## config.mk

```make
export PLATFORM = sky130hd
export DESIGN_NAME = packet_rr_arbiter
export DESIGN_NICKNAME = d
export VERILOG_FILES = /design/src/rtl/packet_rr_arbiter.sv
export SDC_FILE = /design/constraint.sdc
export NUM_CORES = 1
export LEC_CHECK = 0
export CAP_MARGIN = 20
export CORE_AREA = 5 5 285 287
export DETAILED_ROUTE_END_ITERATION = 12
export DIE_AREA = 0 0 290 292
export HOLD_SLACK_MARGIN = 0.15
export PLACE_DENSITY = 0.45
export SETUP_SLACK_MARGIN = 0.4
export SLEW_MARGIN = 20
export SYNTH_ARGS = -nofsm -noshare
export SYNTH_HDL_FRONTEND = slang
export SYNTH_SLANG_ARGS = --single-unit
```

## constraint.sdc

```tcl
create_clock -name clk -period 3.6 [get_ports clk]
set_input_delay 1.08 -clock clk [delete_from_list [all_inputs] [get_ports clk]]
set_output_delay 1.08 -clock clk [all_outputs]
set_load 0.05 [all_outputs]
```

## src/rtl/packet_rr_arbiter.sv

```systemverilog
// packet_rr_arbiter: four-input round-robin arbiter for Avalon-ST packet streams.
// It locks onto one input for a whole packet and releases it on the accepted eop.
// Each output beat is held in a single register stage.
module packet_rr_arbiter #(
  parameter int data_width    = 128,
  parameter int empty_width   = $clog2(data_width/8),
  parameter int channel_width = 10
) (
  input  logic                       clk,
  input  logic                       reset_n,
  input  logic [4*channel_width-1:0] avsi_channel,
  input  logic [4*data_width-1:0]    avsi_data,
  input  logic [3:0]                 avsi_valid,
  input  logic [3:0]                 avsi_sop,
  input  logic [3:0]                 avsi_eop,
  input  logic [4*empty_width-1:0]   avsi_empty,
  output logic [3:0]                 avsi_ready,
  output logic [channel_width-1:0]   avso_channel,
  output logic [data_width-1:0]      avso_data,
  output logic                       avso_sop,
  output logic                       avso_eop,
  output logic [empty_width-1:0]     avso_empty,
  output logic                       avso_valid,
  input  logic                       avso_ready,
  output logic [1:0]                 grant_id,
  output logic                       busy
);

  // state | meaning
  // IDLE  | no packet owned; pick the next valid input after last_grant
  // LOCK  | input grant_id owns the output until its eop beat is accepted
  typedef enum logic {IDLE, LOCK} state_t;

  state_t                   state;
  logic [1:0]               last_grant;
  logic [1:0]               pick;
  logic [1:0]               idx;
  logic                     out_free;
  logic                     accept;
  logic [channel_width-1:0] lane_channel;
  logic [data_width-1:0]    lane_data;
  logic [empty_width-1:0]   lane_empty;
  logic                     lane_sop;
  logic                     lane_eop;

  // Round-robin pick: scan from the highest offset down so that the nearest input after last_grant wins
  always_comb begin
    pick = 2'd0;
    idx  = 2'd0;
    for (int k = 4; k >= 1; k--) begin
      idx = last_grant + 2'(k);
      if (avsi_valid[idx]) pick = idx;
    end
  end

  // The output register can take a beat when it is empty or being drained this cycle.
  // avsi_ready is deliberately independent of avsi_valid.
  always_comb begin
    out_free   = !avso_valid || avso_ready;
    avsi_ready = 4'b0000;
    if (state == LOCK) avsi_ready[grant_id] = out_free;
  end

  // Select the granted lane's fields
  always_comb begin
    lane_channel = avsi_channel[int'(grant_id)*channel_width +: channel_width];
    lane_data    = avsi_data[int'(grant_id)*data_width +: data_width];
    lane_empty   = avsi_empty[int'(grant_id)*empty_width +: empty_width];
    lane_sop     = avsi_sop[grant_id];
    lane_eop     = avsi_eop[grant_id];
    accept       = avsi_valid[grant_id] && avsi_ready[grant_id];
  end

  // Arbitration FSM and the registered output beat
  always_ff @(posedge clk or negedge reset_n) begin
    if (!reset_n) begin
      state        <= IDLE;
      last_grant   <= 2'd3;
      grant_id     <= 2'd0;
      busy         <= 1'b0;
      avso_valid   <= 1'b0;
      avso_sop     <= 1'b0;
      avso_eop     <= 1'b0;
      avso_data    <= '0;
      avso_channel <= '0;
      avso_empty   <= '0;
    end else begin
      if (accept) begin
        avso_channel <= lane_channel;
        avso_data    <= lane_data;
        avso_empty   <= lane_empty;
        avso_sop     <= lane_sop;
        avso_eop     <= lane_eop;
        avso_valid   <= 1'b1;
      end else if (avso_valid && avso_ready) begin
        avso_valid <= 1'b0;
      end

      case (state)
        IDLE: begin
          if (|avsi_valid) begin
            state    <= LOCK;
            grant_id <= pick;
            busy     <= 1'b1;
          end
        end
        LOCK: begin
          // sop is not checked; only the accepted eop ends the lock
          if (accept && lane_eop) begin
            state      <= IDLE;
            last_grant <= grant_id;
            grant_id   <= 2'd0;
            busy       <= 1'b0;
          end
        end
        default: state <= IDLE;
      endcase
    end
  end

endmodule

```

==> results.md <==
- The run finished with clean final reports.
- Yosys attributes the largest share of cell area to dfrtp_1 40%, mux4_2 35%, mux2_2 12%.
- The clock transition at the register clock pins on the worst setup and hold paths after CTS is 0.07 ns.
- The post-synthesis instance area is 9350 um2.
- Each instance of the synthesized netlist takes up on average 17.7 um2.
- Data on the critical path arrives at its endpoint at 1.95 ns.
- Derived from the worst setup path, the maximum achievable clock frequency is 330 MHz.
- For this run, the post-layout net count is 1840.
- The cell at the root of the clock tree is clkbuf_16.
- In this run the number of H-tree levels came out at 4.
- Measured along the x axis, the die boundary spans 290 um.
- The number of nets in the synthesized netlist is 1111.
- The largest total area in the synthesized netlist belongs to dfrtp_1.
- The number of max-slew violations in the final report was 0.
- For this run, the slowest stage of the critical path takes 0.87 ns.
- Summed over all nets, wire length on met2 after detailed routing comes to 25.6 mm.
- Global routing finished with a remaining overflow of 0.
- For this block, the initial DRC count from the detailed router was 339.
- The tool flagged a number of max-cap violations equal to 0.
- After clock tree synthesis, the setup repair step added 0 buffers.
- The first detailed-routing pass took 6 iterations.
- For this design the ratio of total power to cell area is 849 nW/um2.
- The number of different library cells in the post-synthesis netlist is 29.
- The clock network latency to the later pin of the worst-skew pair is 0.47 ns.
- The design area is 18700 um2.
- The count of unresolved DRC violations after routing is 0.
- The worst setup slack after layout is 0.569 ns.
- Adding up every negative setup slack in the final design gives 0 ns.
- Gates resized during post-CTS repair numbered 9.
- The number of nets with antenna violations after routing is 0.
- The final critical-path share of the clock period is 84.2%.
- Counting every instance in the synthesized netlist gives 528.
- The post-route netlist has 27.6% of its cells at a drive strength greater than 1.
- Grouping stages by cell kind, the critical path spends the most delay in buffers and inverters.
- The top-level I/O count is 735.
- Of all nets on the critical path, the largest fanout is 17.
- The total routing resource utilization after global routing is 11.2%.
- The number of hold violations in the final report was 0.
- The final critical delay including setup and external delays is 3.03 ns.
- The core area is 78400 um2.
- The total number of placement rows is 103.
- After legalization and detailed placement, the total HPWL measured 41.6 mm.
- The count of endpoints failing setup in the final report is 0.
- The footprint of the multi-input gates is 5260 um2.
- The routed wirelength normalized by instance count is 21.2 um.
- Walking the worst path, the cells encountered are clkdlybuf4s50_1.
- Summed over all cells, the static leakage comes to 0.00684 uW.
- The worst-case vdd ir drop is 329 uV.
- For this design, the sink count on the clock tree is 151.
- The CTS tree is yes.
- Setup repair after global routing left no endpoint under its margin.
- The hold-fix buffer count after cts is 0.
- The global-route wire length before repair is 68.9 mm.
- For the pin with the worst max-slew slack, the measured transition is 0.853 ns.
- The overall via count from detail_route is 8216.
- Together, buffers and inverters on the worst path number 1.
- The number of vias per cell is 3.53.
- The area added between synthesis and finish is 99.8%.
- The number of global-route vias before repair is 9461.
- The kind of launch point of the worst setup path is a flip-flop.
- The post-place setup slack is 0.284 ns.
- Fill cells in the final layout number 8269.
- The top cell type by area accounts for 39.9% of the synthesized area.
- The slowest stage of the critical path is the clkdlybuf4s50_1 cell.
- The area of the die is 84700 um2.
- The die height is 292 um.
- The min-delay analysis places its worst path in the category flip-flop to flip-flop.
- The initial antenna violation count is 10.
- The initial standard-cell utilization of the core is 11.9%.
- The number of storage elements in the synthesis netlist is 151.
- The sum of routed wire length over all layers is 49.2 mm.
- The detailed router put a total of 19.1 mm of wire on met1.
- Routability-driven placement finished with a final weighted congestion of 0.890.
- The met3 wirelength from detailed routing is 3.64 mm.
- The kind of critical path is flip-flop to output pin.
- TritonCTS created 17 clock buffers.
- The type of element capturing the critical path is an output pin.
- The total cell area at the placement stage is 18100 um2.
- The maximum clock skew at final layout is 0.0155 ns.
- The pin count of the biggest net entering global routing is 80.
- The number of port buffers is 734.
- Measured against its own limit, the worst slew margin works out to 43.1%.
- The maximum number of buffers from clock root to sink is 2.
- The final total power is 15900 uW.
- The share of the Yosys chip area taken by registers is 40.5%.
- The total area of sequential cells is 3790 um2.
- The uppermost layer routed is met5.
- The required time at the worst-slack endpoint is 2.52 ns.
- The Yosys step of the flow raised 0 warnings.
-- worst register-to-register path, stage by stage, from the launching register on --
cell	delay, ns
dfrtp_4	0.73
buf_4	0.54
mux4_2	0.61
nand4_1	0.31
mux2_2	0.38
-- cell type report --
class / count / area share [%]
timing repair buffer: 760 / 41.3
multi-input combinational: 323 / 28.2
sequential: 151 / 20.3
tap: 1050 / 7.03
clock buffer: 18 / 2.35
clock inverter: 14 / 0.744
inverter: 4 / 0.0804
antenna: 6 / 0.0804
-- kinds of logic (layout without fill, tap and decap cells) --
family	after synthesis	in the layout	synth area share, %
multiplexers	290	290	53.8
flip-flops	151	151	40.5
buffers and inverters	54	796	3.80
AND/OR/NAND/NOR	25	25	1.27
AO/OA/AOI/OAI	8	8	0.616
other	0	6	0
-- where the power goes --
part           leakage, uW  internal [uW]  switching, uW
Combinational      0.00479           4940           5810
Clock             0.000282            988            856
Sequential         0.00177           2620            635
-- sequential cells by signal, indices dropped and copies added (netlist names) --
| name | flops |
|---|---|
| last_grant | 2 |
| avso_eop | 1 |
| state | 1 |
| avso_empty | 4 |
| avso_channel | 10 |
| avso_data | 128 |
| avso_sop | 1 |
| busy | 1 |
| grant_id | 2 |
| avso_valid | 1 |
-- cell usage in the layout, fill, tap and decap left out, types with 4 or more instances in the layout --
| cell type | count |
|---|---|
| mux4_2 | 145 |
| inv_6 | 5 |
| mux2_1 | 12 |
| mux2_2 | 96 |
| buf_4 | 16 |
| buf_12 | 14 |
| nand2_1 | 10 |
| dfrtp_1 | 147 |
| clkdlybuf4s50_1 | 727 |
| diode_2 | 6 |
| inv_1 | 4 |
| mux2_4 | 36 |
| clkbuf_16 | 17 |
-- synthesized netlist by cell type --
master and instances:
dfstp_2 2, buf_1 2, clkbuf_1 16, buf_4 10
nor2_1 4, o221ai_1 1, mux2_4 36, nand3_2 1
mux4_2 145, inv_1 4, buf_6 2, nand2b_1 3
a32o_1 1, mux2i_1 1, nand3_1 1, dfrtp_1 149
buf_2 15, buf_12 5, a22o_1 1, o21ai_0 1
nor3_1 2, a21oi_1 2, nand2_1 11, mux2_1 12
mux2_2 96, nor2b_1 2, nand4_1 1, o22ai_1 1
a311oi_1 1
-- final timing paths --
check / endpoint / slack, ns / depth (start not counted) / startpoint
worst max-delay path: grant_id[1] / 0.57 / 1 / grant_id[1]
min in group asynchronous: avso_data[61] / 0.60 / 1 / reset_n
worst max register to register: last_grant[0] / 0.96 / 4 / grant_id[0]
worst min register to register: busy / 0.49 / 2 / busy
max in group asynchronous: avso_data[2] / 2.23 / 2 / reset_n
worst min-delay path: busy / 0.49 / 2 / busy
-- routing by layer --
| layer | vias up | GRT usage, % |
|---|---|---|
| met2 | 392 | 19.4 |
| li1 | 3636 | - |
| met1 | 4144 | 13.1 |
| met3 | 40 | 3.89 |
| met5 | - | 0 |
| met4 | 4 | 3.45 |
-- per-stage QoR --
step | util [%] | hold WS [ns] | instances
floorplan | - | 0.491 | 528
global placement | 23.0 | 0.467 | 2288
detailed placement | 23.0 | 0.474 | 2288
CTS | 23.8 | 0.494 | 2320
global route | 23.8 | 0.514 | 2325
finish | 23.8 | 0.487 | 2326
(Power assumes the default switching activity.)
==> patch 1 (same flow settings) <==
`data_width`: 128 -> 256.
--- a/src/rtl/packet_rr_arbiter.sv
+++ b/src/rtl/packet_rr_arbiter.sv
@@ -2,7 +2,7 @@
 // It locks onto one input for a whole packet and releases it on the accepted eop.
 // Each output beat is held in a single register stage.
 module packet_rr_arbiter #(
-  parameter int data_width    = 128,
+  parameter int data_width    = 256,
   parameter int empty_width   = $clog2(data_width/8),
   parameter int channel_width = 10
 ) (
Interface: changed (resized avsi_data, avsi_empty, avso_data and avso_empty); port bits go from 735 to 1380. The function was not compared with the original's and may differ.
==> patch 1 against the unedited design <==
  * The run now fails in 3_2_place_iop
  * Area after synthesis is 83% higher
==> patch 1: results (changes against the unedited design) <==
Run status
  – Status: did not finish
  – Halt Stage: 3_2_place_iop
  – First Err: [ERROR PPL-0024] Number of IO pins (1380) exceeds maximum number of available positions (1048). Increase the die perimeter from 1164.00um to 1876.80um.

Logic synthesis
  – Seq cells post-synth: 280 (+85%)
  – Synth area leaders: dfrtp_1, mux4_2, mux2_1
  – Asr flop ratio synth: 100% (unchanged)
  – Syn Area/Cell: 17.9 um^2 (+0.99%)
  – Unique masters post-synth: 28 (-3.4%)
  – Synth warn: 0 (unchanged)
  – Register area share after synthesis: 41.0% (+0.51 points)
  – Synthesized net count: 2056 (+85%)
  – Primary FF master, synth: dfrtp_1
  – Post-synth top cells: dfrtp_1, mux4_2, mux2_1, mux2_2, clkbuf_1
[patch 1: cells by family after synthesis]
logic type | Yosys count | synth area share, %
AO/OA/AOI/OAI | 8 | 0.336
multiplexers | 548 | 54.1
AND/OR/NAND/NOR | 25 | 0.695
flip-flops | 280 | 41.0
buffers and inverters | 96 | 3.89
==> patch 2 (same flow settings) <==
Without the edit above. Make the reset (`reset_n`) synchronous in one clocked block.
--- a/src/rtl/packet_rr_arbiter.sv
+++ b/src/rtl/packet_rr_arbiter.sv
@@ -72,7 +72,7 @@
   end
 
   // Arbitration FSM and the registered output beat
-  always_ff @(posedge clk or negedge reset_n) begin
+  always_ff @(posedge clk) begin
     if (!reset_n) begin
       state        <= IDLE;
       last_grant   <= 2'd3;
Function: changed (Yosys sat finds a counterexample within 4 cycles, from zero or initial values and one cycle with reset_n low; the reset may be asserted at any time).
==> patch 2 against the unedited design <==
  * Wire length up 1.3%
  * Sequential cell count unchanged
  * Worst setup slack worse by 0.11 ns
  * Cell area down 2.5%
  * Area after synthesis down 2.1%
  * Non-clock buffer count down 8
  * Clock skew down 0.0064 ns
  * Count of clock-buffer cells in the layout up 2
Power is not compared: it rests on default switching activity, and its combinational part moved more than twofold at a synthesized area within 25%.
==> patch 2: results (changes against the unedited design) <==
Place
  – Hpwl dp: 41.6 mm (about the same)
  – GPL Wtd Cong: 0.879 (-1.3%)
  – IO Port Bufs: 734 (unchanged)
  – Placed inst area: 17700 um^2 (-2.1%)

Layout
  – Filler instances: 8527 (+3.1%)
  – Multi-input logic area: 5680 um^2 (+8.0%)
  – Non-clk invs: 3 (-1)
  – Clock buf count: 20 (+2)
  – Biggest regs: avso_data (128), avso_channel (10), avso_empty (4)
  – NumNets Final: 2123 (+15%)
  – NonClk Buf Share: 42.0% (+0.71 points)
  – #MultiIn Comb: 615 (+90%)
  – Clock-cell share: 2.92% (-0.18 points)
  – Layout cells sized above 1: 13.3% (-14 points)
  – Final sequential cell count: 151 (unchanged)
  – Sequential cell area share: 16.6% (-3.7 points)
  – Nonclk buf count: 752 (-1.1%)
  – Ant. Diodes: 1 (-5)

Global routing
  – Initial antenna violation count: 1 (-9)
  – Aggregate global-route resource usage: 11.3% (+0.12 points)
  – Met1 usage: 12.0% (-1.1 points)
  – Met2 usage: 20.3% (+0.96 points)
  – Met3 GRT Util: 3.82% (-0.068 points)
  – Largest net degree at the start of global routing: 87 (+8.8%)
  – First-pass GRT wire length: 71.9 mm (+4.4%)
  – Vias in the first global route: 10867 (+15%)

Setup path
  – Slowest stage delay, CP: 0.22 ns (-0.65 ns)
  – Slowest cell on the critical path: nor3_2
  – Crit-path max FO: 4 (-13)

Logic synthesis
  – Asr flop ratio synth: 0% (-100 points)
  – Mux contribution to synthesized area: 35.9% (-18 points)
  – Synth area leaders: mux4_2, dfxtp_1, nand2_1
  – Unique masters post-synth: 25 (-14%)
  – Post-synth top cells: nand2_1, dfxtp_1, mux4_2, a21boi_0, a21boi_1
  – Synth Area in Compound Gates: 12.5% (+12 points)
  – Register area share after synthesis: 33.0% (-7.4 points)
  – EDFF count, synth: 0 (unchanged)
  – Primary FF master, synth: dfxtp_1
  – Synth Area in Adders: 0% (unchanged)
  – Synthesized net count: 1437 (+29%)

Floorplan
  – Die Wd: 290 um (unchanged)

CTS
  – # resized after CTS: 6 (-3)
  – Clock Pin Slew Worst Setup and Hold Paths: 0.06 ns
  – Hold_buf cts: 0 (unchanged)
  – Clock H-tree levels: 4 (unchanged)
  – CTS Buf Count: 17 (unchanged)

Route
  – Drt first pass iters: 4 (-2)
  – Detailed router's first-iteration violation count: 300 (-12%)
  – WL/cell: 19.1 um (-9.5%)
  – Vias: 9731 (+18%)

Run status
  – Status: complete, no violations

Timing
  – Worst-Margin Slew: 0.751 ns (-0.102 ns)
  – Worst Clk Skew: 0.00903 ns (-0.00644 ns)

Power
  – Peak supply drop: 0.000283 V
  – Seq pwr: 0.00201 W
  – Lkg Pwr: 5.92 nW
[patch 2: through the flow]
step                      util (%)  std cells  worst slack, ns
final                         23.2       2602            0.464
after global routing          23.2       2601            0.414
after CTS                     23.2       2601            0.402
after detailed placement      22.5       2571           0.0395
after global placement        22.5       2571           0.0138
after floorplan                  -        854            0.313
[patch 2: final timing paths]
check                              from                         end  slack [ns]  cells past startpoint
max                          avso_ready               avsi_ready[0]        0.46                      6
min reg2reg  avso_data[50]$_SDFFE_PN0P_  avso_data[50]$_SDFFE_PN0P_        0.45                      2
min          avso_data[50]$_SDFFE_PN0P_  avso_data[50]$_SDFFE_PN0P_        0.45                      2
max reg2reg    grant_id[1]$_SDFFE_PN0P_  avso_data[22]$_SDFFE_PN0P_        1.34                      7
[patch 2: per-layer routing]
layer | part of all wire [%] | wire [um]
met1 | 37 | 18400
met2 | 51 | 25600
met3 | 8.0 | 3990
met4 | 3.8 | 1870
met5 | 0.022 | 11
